<file path="config.mk">
export PLATFORM = sky130hd
export DESIGN_NAME = sin_wave_gen
export DESIGN_NICKNAME = d
export VERILOG_FILES = /design/src/rtl/sin_wave_gen.sv
export SDC_FILE = /design/constraint.sdc
export NUM_CORES = 1
export LEC_CHECK = 0
export CAP_MARGIN = 20
export CELL_PAD_IN_SITES_DETAIL_PLACEMENT = 1
export CELL_PAD_IN_SITES_GLOBAL_PLACEMENT = 1
export CORE_UTILIZATION = 35
export CTS_CLUSTER_DIAMETER = 150
export CTS_CLUSTER_SIZE = 25
export DETAILED_ROUTE_END_ITERATION = 7
export PLACE_DENSITY = 0.78
export SYNTH_ARGS = -nofsm -noshare
export SYNTH_HDL_FRONTEND = slang
export SYNTH_SLANG_ARGS = --single-unit
</file>
<file path="constraint.sdc">
create_clock -name clk -period 2.9 [get_ports clk]
set_input_delay 0.435 -clock clk [delete_from_list [all_inputs] [get_ports clk]]
set_output_delay 0.435 -clock clk [all_outputs]
set_load 0.02 [all_outputs]
</file>
<file path="src/rtl/sin_wave_gen.sv">
// Full-wave sine NCO: phase accumulator drives quarter-wave table reads,
// quadrant symmetry rebuilds the signed sample two clocks later.
module sin_wave_gen #(
    parameter int PHASE_W = 16,
    parameter int ADDR_W  = 8,
    parameter int DATA_W  = 8
) (
    input  logic                     clk,
    input  logic                     rst_n,
    input  logic                     en,
    input  logic                     phase_clr,
    input  logic [PHASE_W-1:0]       phase_inc,
    output logic                     tbl_rd,
    output logic [ADDR_W-1:0]        tbl_addr,
    input  logic [DATA_W-1:0]        tbl_dout,
    output logic signed [DATA_W:0]   sample,
    output logic                     sample_valid
);

    logic [PHASE_W-1:0] phase_q, phase_d;
    logic               rd_q, rd_d;
    logic [ADDR_W-1:0]  addr_q, addr_d;
    logic               va_q, va_d;
    logic               na_q, na_d;
    logic               vb_q, vb_d;
    logic               nb_q, nb_d;
    logic [DATA_W:0]    sample_q, sample_d;
    logic               valid_q, valid_d;

    logic [1:0]         quad;
    logic [ADDR_W-1:0]  idx;
    logic [ADDR_W-1:0]  addr_c;
    logic [DATA_W:0]    mag;

    // Odd quadrants walk the quarter table backwards
    always_comb begin
        quad   = phase_q[PHASE_W-1 -: 2];
        idx    = phase_q[PHASE_W-3 -: ADDR_W];
        addr_c = quad[0] ? ~idx : idx;
    end

    always_comb begin
        phase_d = phase_q;
        if (phase_clr) begin
            phase_d = '0;
        end else if (en) begin
            phase_d = phase_q + phase_inc;
        end
    end

    always_comb begin
        rd_d   = en;
        addr_d = en ? addr_c : addr_q;
        va_d   = en;
        na_d   = en & quad[1];
        vb_d   = va_q;
        nb_d   = na_q;
    end

    // Negation of a zero magnitude wraps back to +0
    always_comb begin
        mag      = {1'b0, tbl_dout};
        sample_d = sample_q;
        if (vb_q) begin
            sample_d = nb_q ? (~mag + 1'b1) : mag;
        end
        valid_d  = vb_q;
    end

    always_ff @(posedge clk or negedge rst_n) begin
        if (!rst_n) begin
            phase_q  <= '0;
            rd_q     <= 1'b0;
            addr_q   <= '0;
            va_q     <= 1'b0;
            na_q     <= 1'b0;
            vb_q     <= 1'b0;
            nb_q     <= 1'b0;
            sample_q <= '0;
            valid_q  <= 1'b0;
        end else begin
            phase_q  <= phase_d;
            rd_q     <= rd_d;
            addr_q   <= addr_d;
            va_q     <= va_d;
            na_q     <= na_d;
            vb_q     <= vb_d;
            nb_q     <= nb_d;
            sample_q <= sample_d;
            valid_q  <= valid_d;
        end
    end

    assign tbl_rd       = rd_q;
    assign tbl_addr     = addr_q;
    assign sample       = sample_q;
    assign sample_valid = valid_q;

endmodule
</file>
==> run summary <==
The post-synthesis cell type with the largest combined area was sky130_fd_sc_hd__dfrtp_1. The post-layout net count is 346. The tools report the number of hold buffers added after CTS as 0.

The logs give 38 for the clock sink total and 2154 for the via count of the first global-routing pass. The ratio of routed vias to standard cells works out to 5.23. The arrival time at the worst endpoint is 2.60 ns, and the static leakage is 1.34 nW. Ranked by total cell area, the synthesized netlist is headed by sky130_fd_sc_hd__dfrtp_1, sky130_fd_sc_hd__ha_1, sky130_fd_sc_hd__nor2_1. The cell depth of the worst flop-to-flop path came out at 9. The congestion estimate from routability-driven global placement came to 0.849. Global routing finished with a remaining overflow of 0. The startpoint type of the worst setup path was a primary input. The H-tree was split into 2 levels. By startpoint and endpoint, the worst setup path is classified as in -> reg. Counting flops with an async set or reset pin after synthesis yields a share of 100%. Synthesis produced 256 cells. Static timing analysis puts the maximum clock frequency at 0.405 GHz. VDD sags by at most 194 uV. The tools report the number of resized instances in the post-cts repair step as 0. The run gives 0 ns as the final total negative setup slack. The die covers 0.00735 mm2. When the netlist entered floorplanning its net count stood at 301. Of all nets on the critical path, the largest fanout is 5. The endpoint identified for the worst register-to-register timing path is phase_q[10]. The number of antenna diodes in the final layout is 0. The x dimension of the die was 85.7 um; the slack of the worst reg-to-reg path was 0.62 ns. Across every metal layer, demand over resource in global routing totals 18.2%. The worst path uses 85.2% of the clock period. The tools report the aggregate routed wire length as 6.15 mm.

Power comes to 0.00198 W. For the area of the placeable core, the log shows 0.00679 mm2. The clock-pin transition on the worst setup and hold timing paths came out at 0.08 ns.

The number of hold-slack violations in the final timing report was 0; the maximum clock insertion buffer count was 2. The first routing iteration left 79 violations. The tools report the pin count of the biggest net entering global routing as 41.

Compared with the post-synthesis result, the final layout area differs by 27.2%. The logs give 0 for the number of warnings issued by yosys and 0 for the number of routed nets with antenna violations. The type of the tightest min-delay check was in -> async. The mean instance size in the synthesized netlist is 9.58 um2, and the number of ports placed on the die boundary is 47. Count of unresolved DRC violations after routing: 0. The number of max-slew violations in the final report was 0. Setup repair after global routing left no endpoint under its margin. The clock arrives with 0.00359 ns of skew. After synthesis the cells add up to 0.00245 mm2. The clock buffer count from CTS came out at 5. Setup violations remaining at the end of the flow were counted as 0. For this run, the leading register cell type out of synthesis is sky130_fd_sc_hd__dfrtp_1.

STA classifies the critical path endpoint as a register. The CTS root buffer was sky130_fd_sc_hd__clkbuf_8. Power density relative to cell area: 635 mW/mm2. TritonCTS built the clock tree. Summed over all nets, the half-perimeter wirelength after detailed placement is 4.56 mm. The slew at the pin with the worst max-slew slack was 0.875 ns; the share of layout cells above drive strength 1 was 6.95%.

The die is 85.7 um tall. The start of the worst register-to-register path is phase_q[0]. The flip-flop and latch count after synthesis was 38; the initial antenna violation count was 0. The fraction of synthesized cell area taken by the top area cell type is 38.8%. The tool flagged a number of max-cap violations equal to 0. Once the floorplan was initialized, standard cells occupied 36.1% of the core. The tools report the number of different library cells in the post-synthesis netlist as 54. In the final routed layout, each cell accounts on average for 15.4 um. Before antenna repair, the detailed router went through 4 iterations. The count of vias placed by the detailed router was 2081.

The shortest period the worst path allows is 2.47 ns, and the post-CTS setup-driven buffer insertion count is 0. Launch point of the critical path: phase_inc[0]. At the worst endpoint, the required time is 3.03 ns. In this run the tightest slew margin relative to its limit is 41.7%. The flow ran to the end, and the final reports show no timing, DRC or antenna violations.

Row count: 30. Number of buffers inserted by port buffering: 46. At the later pin of the worst-skew pair, clock insertion delay measures 0.29 ns. In this run, synthesis inferred 0 flip-flops with an integrated enable. The first-pass GRT wire length is 10.4 mm. After synthesis, flip-flops and latches occupy 38.8% of the total area.
[layout by cell type, fill, tap and decap left out, types with 4 or more instances in the layout]
cell,count
sky130_fd_sc_hd__a211oi_1,4
sky130_fd_sc_hd__o21a_1,4
sky130_fd_sc_hd__clkbuf_8,6
sky130_fd_sc_hd__nand2_1,5
sky130_fd_sc_hd__nor2_1,34
sky130_fd_sc_hd__buf_4,4
sky130_fd_sc_hd__xnor2_1,14
sky130_fd_sc_hd__dfrtp_1,38
sky130_fd_sc_hd__inv_1,9
sky130_fd_sc_hd__a21o_1,5
sky130_fd_sc_hd__nor2b_1,5
sky130_fd_sc_hd__o21ai_0,6
sky130_fd_sc_hd__mux2i_1,6
sky130_fd_sc_hd__or3_1,5
sky130_fd_sc_hd__o21ai_1,4
sky130_fd_sc_hd__a21oi_1,25
sky130_fd_sc_hd__clkdlybuf4s50_1,45
sky130_fd_sc_hd__xor2_1,7
sky130_fd_sc_hd__nand3_1,5
sky130_fd_sc_hd__ha_1,16
[critical path, stage by stage]
cell and delay [ns]:
sky130_fd_sc_hd__clkdlybuf4s50_1 0.46, sky130_fd_sc_hd__ha_1 0.20, sky130_fd_sc_hd__inv_1 0.07, sky130_fd_sc_hd__fa_1 0.40
sky130_fd_sc_hd__nor2b_1 0.13, sky130_fd_sc_hd__o21a_2 0.13, sky130_fd_sc_hd__o211a_1 0.21, sky130_fd_sc_hd__nor3_2 0.10
sky130_fd_sc_hd__o2111ai_1 0.27, sky130_fd_sc_hd__o221ai_1 0.21
[registers in the layout, indices dropped and copies added, names as in the netlist]
register,cells
phase_q,16
sample,9
tbl_addr,8
na_q,1
nb_q,1
sample_valid,1
va_q,1
valid_d,1
[power breakdown]
group	switching [W]	internal, W	leakage [nW]
Combinational	0.000388	0.000351	0.797
Sequential	0.0000654	0.000618	0.470
Clock	0.000193	0.000367	0.0714
[layer usage]
layer / vias up / routed length [um] / GRT usage [%] / part of all wire, %
met5: - / 0 / 0 / 0
met4: 0 / 116 / 6.67 / 1.9
met3: 11 / 197 / 2.79 / 3.2
met2: 46 / 2920 / 30.3 / 48
met1: 1005 / 2910 / 23.9 / 47
li1: 1019 / - / - / -
[layout make-up]
type | instances | area (um2)
timing repair buffer | 50 | 485
multi-input combinational | 197 | 1390
clock buffer | 6 | 82.6
fill | 786 | 3670
clock inverter | 2 | 60.1
sequential | 38 | 951
inverter | 9 | 33.8
tap | 96 | 120
[synth_stat cells, types with 3 or more instances]
cell type                  count
sky130_fd_sc_hd__o21ai_0       6
sky130_fd_sc_hd__clkbuf_1      6
sky130_fd_sc_hd__or3_1         5
sky130_fd_sc_hd__dfrtp_1      38
sky130_fd_sc_hd__o21a_1        4
sky130_fd_sc_hd__xor2_1        7
sky130_fd_sc_hd__ha_1         16
sky130_fd_sc_hd__xnor2_1      14
sky130_fd_sc_hd__nor2_1       34
sky130_fd_sc_hd__inv_1         9
sky130_fd_sc_hd__a221oi_1      3
sky130_fd_sc_hd__nand2b_1      3
sky130_fd_sc_hd__o21ai_1       4
sky130_fd_sc_hd__a22o_1        3
sky130_fd_sc_hd__and2_1        3
sky130_fd_sc_hd__a21oi_1      25
sky130_fd_sc_hd__mux2i_1       6
sky130_fd_sc_hd__nand2_1       5
sky130_fd_sc_hd__nand3_1       5
sky130_fd_sc_hd__o211ai_1      3
sky130_fd_sc_hd__a21o_1        5
sky130_fd_sc_hd__nor2b_1       5
sky130_fd_sc_hd__a211oi_1      4
[logic make-up (layout without fill, tap and decap cells)]
logic type	Yosys count	after routing	share of synthesized area, %
adders and majority gates	17	17	8.98
and+or+nand+nor	75	75	15.5
xor gates and xnor gates	21	21	7.50
buffers and inverters	21	67	4.69
muxes	7	7	2.91
AOI/OAI and AO/OA	77	77	21.7
DFF	38	38	38.8
[how the worst max path moves through the flow]
stage	to	slack, ns	cells past startpoint
floorplan	phase_q[8]	0.76	9
global placement	phase_q[8]	0.19	10
detailed placement	phase_q[8]	0.12	10
CTS	phase_q[8]	0.41	10
global route	phase_q[8]	0.26	10
finish	phase_q[10]	0.43	10
[metrics by stage]
step	std cells	utilization, %	hold WS [ns]	setup WS, ns	cell area, um2
2_1_floorplan	256	-	0.139	0.759	2450
3_3_place_gp	390	43.8	0.332	0.191	2980
3_5_place_dp	390	43.8	0.342	0.119	2980
4_1_cts	398	45.9	0.298	0.408	3120
5_1_grt	398	45.9	0.335	0.257	3120
6_report	398	45.9	0.256	0.428	3120
No activity file was read; power rests on OpenSTA's default activity.
==> patch, RTL diff (config.mk and constraints unchanged) <==
`addr_q` and `sample_q` no longer have a reset.
--- a/src/rtl/sin_wave_gen.sv
+++ b/src/rtl/sin_wave_gen.sv
@@ -72,22 +72,23 @@
             phase_q  <= '0;
             rd_q     <= 1'b0;
-            addr_q   <= '0;
             va_q     <= 1'b0;
             na_q     <= 1'b0;
             vb_q     <= 1'b0;
             nb_q     <= 1'b0;
-            sample_q <= '0;
             valid_q  <= 1'b0;
         end else begin
             phase_q  <= phase_d;
             rd_q     <= rd_d;
-            addr_q   <= addr_d;
             va_q     <= va_d;
             na_q     <= na_d;
             vb_q     <= vb_d;
             nb_q     <= nb_d;
-            sample_q <= sample_d;
             valid_q  <= valid_d;
         end
+    end
+
+    always_ff @(posedge clk) begin
+        addr_q   <= addr_d;
+        sample_q <= sample_d;
     end
 
Function: differs if rst_n is asserted again (counterexample within 4 cycles, from zero or initial values and one cycle with rst_n low); with rst_n held inactive, the same outputs for 10 cycles.
==> patch against the original RTL <==
- synthesized area fell by 1.0%
- non-clock buffer count did not move
- final area fell by 0.96%
- count of clock-buffer cells in the layout fell by 1
- critical path depth rose by 1
- worst setup slack improved by 29 ps
- sequential cell count did not move
- total power fell by 3.6%
- clock skew rose by 3.3 ps
- routed wire length fell by 6.0%
- highest routed layer unchanged
==> patch: results (changes against the original RTL) <==
reg2reg_from: "phase_q[6]$_DFFE_PN0P_"
cts_setup_buffers: 0  # unchanged
wire_per_inst_microns: 16.2  # +4.8%
r2r_end: "phase_q[15]$_DFFE_PN0P_"
synth_edf_count: 17  # +17
p_leak_nw: 1.27  # -5.1%
preCtsSetupSlack_ps: 144  # +24.7 ps
crit_fanout: 3  # -2
drive_gt1_frac: 0.0786  # +0.00904
num-nets-final: 324  # -6.4%
final.setup_skew_ps: 6.85  # +3.26 ps
grt_start_max_net_pins: 23  # -44%
r2r_cells: 8  # -1
worst_slew_pin_slew_ps: 465  # -410 ps
reg2reg_slack_ps: 650  # +30 ps
grt_util_met3: 0.0370  # +0.00905
ys_types: 49  # -9.3%
min_path_type: "reg -> reg"
fin_crit_sh: 0.842  # -0.00989
place.detailed.hpwl_mm: 4.47  # -1.9%
synth.area.top_cells: "dfrtp_1, edfxtp_1, ha_1, xnor2_1, mux2i_1"
ys_seq_area_frac: 0.427  # +0.0390
vias: 1887  # -9.3%
grt_pass1_vias: 2027  # -5.9%
cp.arrival_ps: 2630  # +30 ps
synth_fp_nets: 279  # -7.3%
async_reset_ff_frac: 0.553  # -0.447
met1_usage: 0.218  # -0.0212
hp-start: "na_q$_DFF_PN0_"
post_dp_cell_area_sq_mm: 0.00296  # -0.67%
status: "finished clean"
cts_resized: 0  # unchanged
dr.pass1.iters: 4  # unchanged
synth_commonest_cells: "nor2_1, dfrtp_1, edfxtp_1, nand2_1, ha_1"
irDropWorstVdd_mv: 0.234  # +20%
gp_congestion: 0.850  # +0.18%
grt_pass1_wl_mm: 9.85  # -5.1%
patch: cell types whose count changed in the layout (fill, tap and decap cells not counted), moves of 7 or more:
cell,before,now
edfxtp_1,0,17
nand2b_1,3,10
dfrtp_1,38,21
a21oi_1,25,10
nand2_1,5,17
nor2_1,34,23
patch: kinds of logic (layout without fill, tap and decap cells):
logic type               Yosys count  in the layout  synth area share
AND/OR/NAND/NOR                   70             70             0.139
buffers and inverters             20             66            0.0361
multiplexers                      11             11            0.0459
AO/OA/AOI/OAI                     55             55             0.179
XOR/XNOR                          23             23            0.0830
adder cells (fa/ha/maj)           17             17            0.0907
flip-flops                        38             38             0.427
patch: per-stage QoR:
stage,hold WS (ps),cells
after global placement,334,349
after floorplan,139,234
after CTS,366,357
after global routing,373,357
after detailed placement,347,349
final,361,357
patch: area by class of cell:
cell class / count / area, sq um
multi-input combinational: 176 / 1300
fill: 715 / 3440
timing repair buffer: 50 / 490
inverter: 8 / 30.0
sequential: 38 / 1040
clock inverter: 3 / 63.8
tap: 77 / 96.3
clock buffer: 5 / 68.8
patch: report_power, final:
| group | switching (W) | leakage (nW) | internal (W) |
|---|---|---|---|
| combinational | 0.000354 | 0.759 | 0.000309 |
| sequential | 0.0000576 | 0.444 | 0.000654 |
| clock | 0.000196 | 0.0658 | 0.000340 |
patch: metal layers:
metal | part of all wire | up-vias
li1 | - | 927
met1 | 0.45 | 903
met2 | 0.50 | 51
met3 | 0.038 | 6
met4 | 0.010 | 0
met5 | 0 | -
patch: worst max-delay path by stage:
stage,from,endpoint,depth (start not counted)
2_1_floorplan,phase_inc[0],phase_q[14]$_DFFE_PN0P_,10
3_3_place_gp,phase_inc[0],phase_q[10]$_DFFE_PN0P_,11
3_5_place_dp,phase_inc[0],phase_q[10]$_DFFE_PN0P_,11
4_1_cts,phase_inc[0],phase_q[10]$_DFFE_PN0P_,11
5_1_grt,phase_inc[0],phase_q[10]$_DFFE_PN0P_,11
6_report,phase_inc[0],phase_q[10]$_DFFE_PN0P_,11
patch: worst max-delay path: cells and delay by family:
family | cells | cell delay, ps
fa+ha+maj | 2 | 600
buf+inv | 2 | 530
simple gates | 3 | 430
compound gates | 3 | 430
mux | 1 | 200
